`src/rtl/redmule_pkg.sv`:
```
// Shared RedMulE definitions: clock-control channel states and default timing constants.
package redmule_pkg;

    typedef enum logic [1:0] {
        CLK_OFF  = 2'd0,
        CLK_WAKE = 2'd1,
        CLK_ON   = 2'd2,
        CLK_IDLE = 2'd3
    } clk_ctrl_state_e;

    localparam int unsigned CLK_CTRL_N_CH        = 4;
    localparam int unsigned CLK_CTRL_WAKE_CYCLES = 2;
    localparam int unsigned CLK_CTRL_IDLE_CYCLES = 16;

    // One counter serves both the wake settle and the idle interval.
    function automatic int unsigned clk_ctrl_cnt_w(input int unsigned wake, input int unsigned idle);
        int unsigned m;
        m = (wake > idle) ? wake : idle;
        return $clog2(m + 1);
    endfunction

endpackage

```
`src/rtl/redmule_clk_ctrl_if.sv`:
```
// Core-side enable/offload signals and per-channel clock status of the clock controller.
interface redmule_clk_ctrl_if
    import redmule_pkg::*;
#(
    parameter int unsigned N_CH = CLK_CTRL_N_CH
);
    logic                      test_mode;
    logic                      auto_gate_en;
    logic [N_CH-1:0]           fetch_enable;
    logic [N_CH-1:0]           wake_req;
    logic [N_CH-1:0]           busy;
    logic [N_CH-1:0]           clk_en;
    logic [N_CH-1:0]           gclk;
    logic [N_CH-1:0]           ready;
    logic [$clog2(N_CH+1)-1:0] active_cnt;

    modport master (
        output test_mode, auto_gate_en, fetch_enable, wake_req, busy,
        input  clk_en, gclk, ready, active_cnt
    );

    modport slave (
        input  test_mode, auto_gate_en, fetch_enable, wake_req, busy,
        output clk_en, gclk, ready, active_cnt
    );
endinterface

```
`src/rtl/redmule_clk_ctrl_ch.sv`:
```
// One clock-control channel: enable FSM with wake settle, busy drain and idle auto-gating.
module redmule_clk_ctrl_ch
    import redmule_pkg::*;
#(
    parameter int unsigned WAKE_CYCLES = CLK_CTRL_WAKE_CYCLES,
    parameter int unsigned IDLE_CYCLES = CLK_CTRL_IDLE_CYCLES
) (
    input  logic clk_i,
    input  logic rst_i,
    input  logic test_mode_i,
    input  logic auto_gate_en_i,
    input  logic fetch_enable_i,
    input  logic wake_req_i,
    input  logic busy_i,
    output logic clk_en_o,
    output logic gclk_o,
    output logic ready_o
);
    localparam int unsigned CNT_W = clk_ctrl_cnt_w(WAKE_CYCLES, IDLE_CYCLES);
    localparam logic [CNT_W-1:0] WAKE_LOAD = CNT_W'(WAKE_CYCLES - 1);
    localparam logic [CNT_W-1:0] IDLE_LOAD = CNT_W'(IDLE_CYCLES - 1);

    clk_ctrl_state_e  state_q, state_d;
    logic [CNT_W-1:0] cnt_q, cnt_d;

    always_ff @(posedge clk_i or posedge rst_i) begin
        if (rst_i) begin
            state_q <= CLK_OFF;
            cnt_q   <= '0;
        end else begin
            state_q <= state_d;
            cnt_q   <= cnt_d;
        end
    end

    always_comb begin
        state_d = state_q;
        cnt_d   = cnt_q;
        unique case (state_q)
            CLK_OFF: begin
                if (fetch_enable_i && (!auto_gate_en_i || wake_req_i)) begin
                    state_d = CLK_WAKE;
                    cnt_d   = WAKE_LOAD;
                end
            end
            CLK_WAKE: begin
                if (!fetch_enable_i) begin
                    state_d = CLK_OFF;
                    cnt_d   = '0;
                end else if (cnt_q == '0) begin
                    state_d = CLK_ON;
                end else begin
                    cnt_d = cnt_q - CNT_W'(1);
                end
            end
            CLK_ON: begin
                // A dropped enable while busy keeps the clock running until the work drains.
                if (!fetch_enable_i && !busy_i) begin
                    state_d = CLK_OFF;
                    cnt_d   = '0;
                end else if (auto_gate_en_i && fetch_enable_i && !busy_i && !wake_req_i) begin
                    state_d = CLK_IDLE;
                    cnt_d   = IDLE_LOAD;
                end
            end
            CLK_IDLE: begin
                // Activity outranks expiry of the idle interval.
                if (!fetch_enable_i) begin
                    state_d = CLK_OFF;
                    cnt_d   = '0;
                end else if (busy_i || wake_req_i || !auto_gate_en_i) begin
                    state_d = CLK_ON;
                end else if (cnt_q == '0) begin
                    state_d = CLK_OFF;
                end else begin
                    cnt_d = cnt_q - CNT_W'(1);
                end
            end
            default: begin
                state_d = CLK_OFF;
                cnt_d   = '0;
            end
        endcase
    end

    assign clk_en_o = (state_q != CLK_OFF);
    assign ready_o  = (state_q == CLK_ON) || (state_q == CLK_IDLE);

    tc_clk_gating i_clk_gate (
        .clk_i     (clk_i),
        .en_i      (clk_en_o),
        .test_en_i (test_mode_i),
        .clk_o     (gclk_o)
    );
endmodule

```
`src/rtl/tc_clk_gating.sv`:
```
// Behavioural latch-based clock gate: enable captured while the clock is low.
module tc_clk_gating (
    input  logic clk_i,
    input  logic en_i,
    input  logic test_en_i,
    output logic clk_o
);
    logic en_latch;

    always_latch begin
        if (!clk_i) en_latch = en_i | test_en_i;
    end

    assign clk_o = clk_i & en_latch;
endmodule

```
`src/rtl/redmule_clk_ctrl.sv`:
```
// Clock-enable sequencer for N_CH accelerator channels with active-channel count.
module redmule_clk_ctrl
    import redmule_pkg::*;
#(
    parameter int unsigned N_CH        = CLK_CTRL_N_CH,
    parameter int unsigned WAKE_CYCLES = CLK_CTRL_WAKE_CYCLES,
    parameter int unsigned IDLE_CYCLES = CLK_CTRL_IDLE_CYCLES
) (
    input  logic               clk_i,
    input  logic               rst_i,
    redmule_clk_ctrl_if.slave  bus
);
    localparam int unsigned ACT_W = $clog2(N_CH + 1);

    logic [N_CH-1:0]  clk_en;
    logic [N_CH-1:0]  gclk;
    logic [N_CH-1:0]  ready;
    logic [ACT_W-1:0] active_cnt;

    for (genvar i = 0; i < N_CH; i++) begin : gen_ch
        redmule_clk_ctrl_ch #(
            .WAKE_CYCLES (WAKE_CYCLES),
            .IDLE_CYCLES (IDLE_CYCLES)
        ) i_ch (
            .clk_i          (clk_i),
            .rst_i          (rst_i),
            .test_mode_i    (bus.test_mode),
            .auto_gate_en_i (bus.auto_gate_en),
            .fetch_enable_i (bus.fetch_enable[i]),
            .wake_req_i     (bus.wake_req[i]),
            .busy_i         (bus.busy[i]),
            .clk_en_o       (clk_en[i]),
            .gclk_o         (gclk[i]),
            .ready_o        (ready[i])
        );
    end

    always_comb begin
        active_cnt = '0;
        for (int i = 0; i < N_CH; i++) begin
            active_cnt = active_cnt + ACT_W'(ready[i]);
        end
    end

    assign bus.clk_en     = clk_en;
    assign bus.gclk       = gclk;
    assign bus.ready      = ready;
    assign bus.active_cnt = active_cnt;
endmodule
```
`src/flat_wrapper.sv`:
```
// flat-port wrapper written by rule: the top's interface ports become plain ports
module redmule_clk_ctrl_flat import redmule_pkg::*;
#(
    parameter int unsigned N_CH        = CLK_CTRL_N_CH,
    parameter int unsigned WAKE_CYCLES = CLK_CTRL_WAKE_CYCLES,
    parameter int unsigned IDLE_CYCLES = CLK_CTRL_IDLE_CYCLES
)
  (clk_i, rst_i, bus_test_mode, bus_auto_gate_en, bus_fetch_enable, bus_wake_req, bus_busy, bus_clk_en, bus_gclk, bus_ready, bus_active_cnt);
  redmule_clk_ctrl_if #(.N_CH(N_CH)) bus_i ();
  input  logic clk_i;
  input  logic rst_i;
  input wire logic [$bits(bus_i.test_mode)-1:0] bus_test_mode;
  input wire logic [$bits(bus_i.auto_gate_en)-1:0] bus_auto_gate_en;
  input wire logic [$bits(bus_i.fetch_enable)-1:0] bus_fetch_enable;
  input wire logic [$bits(bus_i.wake_req)-1:0] bus_wake_req;
  input wire logic [$bits(bus_i.busy)-1:0] bus_busy;
  output wire logic [$bits(bus_i.clk_en)-1:0] bus_clk_en;
  output wire logic [$bits(bus_i.gclk)-1:0] bus_gclk;
  output wire logic [$bits(bus_i.ready)-1:0] bus_ready;
  output wire logic [$bits(bus_i.active_cnt)-1:0] bus_active_cnt;
  assign bus_i.test_mode = bus_test_mode;
  assign bus_i.auto_gate_en = bus_auto_gate_en;
  assign bus_i.fetch_enable = bus_fetch_enable;
  assign bus_i.wake_req = bus_wake_req;
  assign bus_i.busy = bus_busy;
  assign bus_clk_en = bus_i.clk_en;
  assign bus_gclk = bus_i.gclk;
  assign bus_ready = bus_i.ready;
  assign bus_active_cnt = bus_i.active_cnt;
  redmule_clk_ctrl #(.N_CH(N_CH), .WAKE_CYCLES(WAKE_CYCLES), .IDLE_CYCLES(IDLE_CYCLES)) u_core (.clk_i(clk_i), .rst_i(rst_i), .bus(bus_i));
endmodule
```
`config.mk`:
```
export PLATFORM = sky130hd
export DESIGN_NAME = redmule_clk_ctrl_flat
export DESIGN_NICKNAME = d
export VERILOG_FILES = /design/src/rtl/redmule_pkg.sv /design/src/rtl/redmule_clk_ctrl_if.sv /design/src/rtl/redmule_clk_ctrl_ch.sv /design/src/rtl/tc_clk_gating.sv /design/src/rtl/redmule_clk_ctrl.sv /design/src/flat_wrapper.sv
export SDC_FILE = /design/constraint.sdc
export NUM_CORES = 1
export LEC_CHECK = 0
export ABC_AREA = 1
export ABC_CLOCK_PERIOD_IN_PS = 2500
export BUFFER_PORTS_ARGS = -buffer_cell sky130_fd_sc_hd__buf_2
export CELL_PAD_IN_SITES_DETAIL_PLACEMENT = 0
export CELL_PAD_IN_SITES_GLOBAL_PLACEMENT = 1
export CORE_MARGIN = 3
export CORE_UTILIZATION = 35
export CTS_CLUSTER_DIAMETER = 150
export DETAILED_ROUTE_END_ITERATION = 8
export GPL_TIMING_DRIVEN = 0
export PLACE_DENSITY_LB_ADDON = 0.1
export SLEW_MARGIN = 10
export SYNTH_ARGS = -nofsm -noshare
export SYNTH_HDL_FRONTEND = slang
export SYNTH_SLANG_ARGS = --single-unit
```
`constraint.sdc`:
```
create_clock -name clk_i -period 2.5 [get_ports clk_i]
set_input_delay 0.5 -clock clk_i [delete_from_list [all_inputs] [get_ports clk_i]]
set_output_delay 0.5 -clock clk_i [all_outputs]
set_load 0.02 [all_outputs]
```
==> qor.yml <==
report.final.slew_viol_count: 0
r2r_slack_ns: 0.33
grt_pass1_wl_um: 9690
status: "complete, but fails checks"
synth_warnings: 0
worstReg2RegStart: "u_core.gen_ch[1].i_ch.state_q[1]$_DFFE_PP0P_"
setup_violations: 8
power.density_nw_per_um2: 1400
p_leak_uw: 0.00160
diodes: 0
grt_overflow: 0
postLayoutSetupSlackWorst_ns: -0.299
dieArea_um2: 8000
worst_path_max_delay_cell: "dlxtn_1"
worstPathMaxFanout: 1
worst_pin_slew_ns: 0.653
crit_type: "latch to primary output"
core_um2: 6530
violations: "negative setup slack"
routedWlPerCell_um: 11.6
ys_types: 22
timing_hold_violations_final: 0
grt.total_usage: 0.160
rsz0062_at_grt: "true"
netlist_area_um2: 2440
path_buf_inv: 2
start_kind: "latch"
vias: 2303
reg2regPathDepth: 3
synthCells: 377
hold_buffers: 0
syn_nets: 404
required_ns: 2.00
slew_headroom: 0.564
tritoncts: "yes"
drtIter0Drc: 82
grt_max_degree: 29
crit_family: "latches"
pin_count: 31
layout_common_cells: "nand2_1, inv_1, nand3_1, nor2_1, buf_2"
path_clk_slew_ns: 0.08
grt_pass1_vias: 2219
synth_seq_cells: 32
maxCapViolations: 0
dieHeight_um: 89.4
clk_latency_ns: 0.40
ir_drop_mv: 0.516
dieWidth_um: 89.4
layout_commonest_cell: "nand2_1"
r2r-end: "u_core.gen_ch[1].i_ch.i_clk_gate.en_latch$_DLATCH_N_"
drtPass1Iterations: 4
place_congestion: 0.798
via_per_inst: 4.67
fin_nets: 441
fp-row-count: 29
finish.utilization: 0.437
min_path_type: "input port to async pin"
worstPathArrival_ns: 2.30
skew_ns: 0.00731
start_util: 0.373
ant_nets: 0
routed_wl_um: 5730
syn_area_per_cell_um2: 6.46
multi_input_area_um2: 1380
fill_cells: 722
antenna_found_initial: 0
cp_cell_sequence: "nand2_1, inv_1, buf_6"
drc: 0
synthToLayoutAreaGrowth_pct: 17.2
fin_tns_setup_ns: -1.11
hpwl_um: 4210
cpPeakStageDelay_ns: 0.39
drive_above_1_share: 0.221
p_total_uw: 3980
seq_area_um2: 767
end_kind: "primary output"
portBuffers: 30
-- worst max-delay path by stage --
stage	endpoint	slack, ns	from	depth (start not counted)
finish	bus_gclk[1]	-0.30	u_core.gen_ch[1].i_ch.i_clk_gate.en_latch$_DLATCH_N_	3
global route	bus_gclk[1]	-0.35	u_core.gen_ch[1].i_ch.i_clk_gate.en_latch$_DLATCH_N_	3
CTS	bus_gclk[3]	-0.36	u_core.gen_ch[3].i_ch.i_clk_gate.en_latch$_DLATCH_N_	4
detailed placement	bus_gclk[3]	0.06	u_core.gen_ch[3].i_ch.i_clk_gate.en_latch$_DLATCH_N_	4
global placement	bus_gclk[3]	0.05	u_core.gen_ch[3].i_ch.i_clk_gate.en_latch$_DLATCH_N_	4
floorplan	bus_gclk[1]	0.18	u_core.gen_ch[1].i_ch.i_clk_gate.en_latch$_DLATCH_N_	3
-- state kept, by name, indices dropped and copies added, names as in the netlist --
name                                    cells
u_core.gen_ch.i_ch.cnt_q                   20
u_core.gen_ch.i_ch.i_clk_gate.en_latch      4
u_core.gen_ch.i_ch.state_q                  8
-- where the power goes --
group | switching (µW) | total [µW] | internal (µW)
logic | 1360 | 2160 | 799
registers | 182 | 905 | 724
clock network | 410 | 915 | 505
total | 1960 | 3980 | 2030
-- layer usage --
| layer | part of all wire | vias up | global-route usage |
|---|---|---|---|
| met5 | 0 | - | 0 |
| met4 | 0.023 | 0 | 0.0907 |
| met3 | 0.045 | 11 | 0.0535 |
| met2 | 0.42 | 53 | 0.228 |
| met1 | 0.51 | 1012 | 0.210 |
| li1 | - | 1227 | - |
-- what timing repair did --
action                                  in CTS  in global routing
endpoints found under the setup margin      11                  9
resized for setup                           17                  2
buffers inserted                             2                  0
pin swaps                                    3                  2
-- cells in the mapped netlist --
| library cell | n | area share |
|---|---|---|
| clkbuf_1 | 1 | 0.0015 |
| a21oi_1 | 1 | 0.0021 |
| nor2_2 | 3 | 0.0077 |
| nor2_4 | 5 | 0.023 |
| fa_1 | 1 | 0.0082 |
| buf_2 | 1 | 0.0021 |
| inv_1 | 43 | 0.066 |
| o21ai_0 | 24 | 0.049 |
| inv_2 | 7 | 0.011 |
| nand4_1 | 4 | 0.010 |
| dfrtp_1 | 28 | 0.29 |
| dlxtn_1 | 4 | 0.025 |
| nand2_2 | 5 | 0.013 |
| nand3_1 | 36 | 0.074 |
| nand2_4 | 7 | 0.032 |
| nand3_2 | 3 | 0.012 |
| dlygate4sd1_1 | 2 | 0.0072 |
| nand2_1 | 145 | 0.22 |
| ha_1 | 10 | 0.051 |
| buf_4 | 13 | 0.040 |
| nor2_1 | 33 | 0.051 |
| o21ai_1 | 1 | 0.0021 |
-- layout make-up --
type / instances / area share
clock buffer: 16 / 0.0666
buffer: 11 / 0.0267
multi-input combinational: 278 / 0.484
tap: 77 / 0.0338
inverter: 46 / 0.0605
sequential: 32 / 0.269
clock inverter: 5 / 0.00658
timing repair buffer: 28 / 0.0530
-- metrics by stage --
step	cell area (µm²)	hold WS, ns	instances	setup WS, ns
floorplan	2440	0.442	377	0.177
global placement	2680	0.455	484	0.0528
detailed placement	2680	0.463	484	0.0606
CTS	2870	0.455	496	-0.363
global route	2850	0.242	493	-0.348
finish	2850	0.191	493	-0.299
-- logic make-up after synthesis --
kind of cell,count (synthesis),share of synthesized area
latches,4,0.0247
AOI/OAI and AO/OA,26,0.0534
adders and majority gates,11,0.0596
DFF,28,0.288
and+or+nand+nor,241,0.447
buffers and inverters,67,0.128
Power figures use the tool's default switching activity.
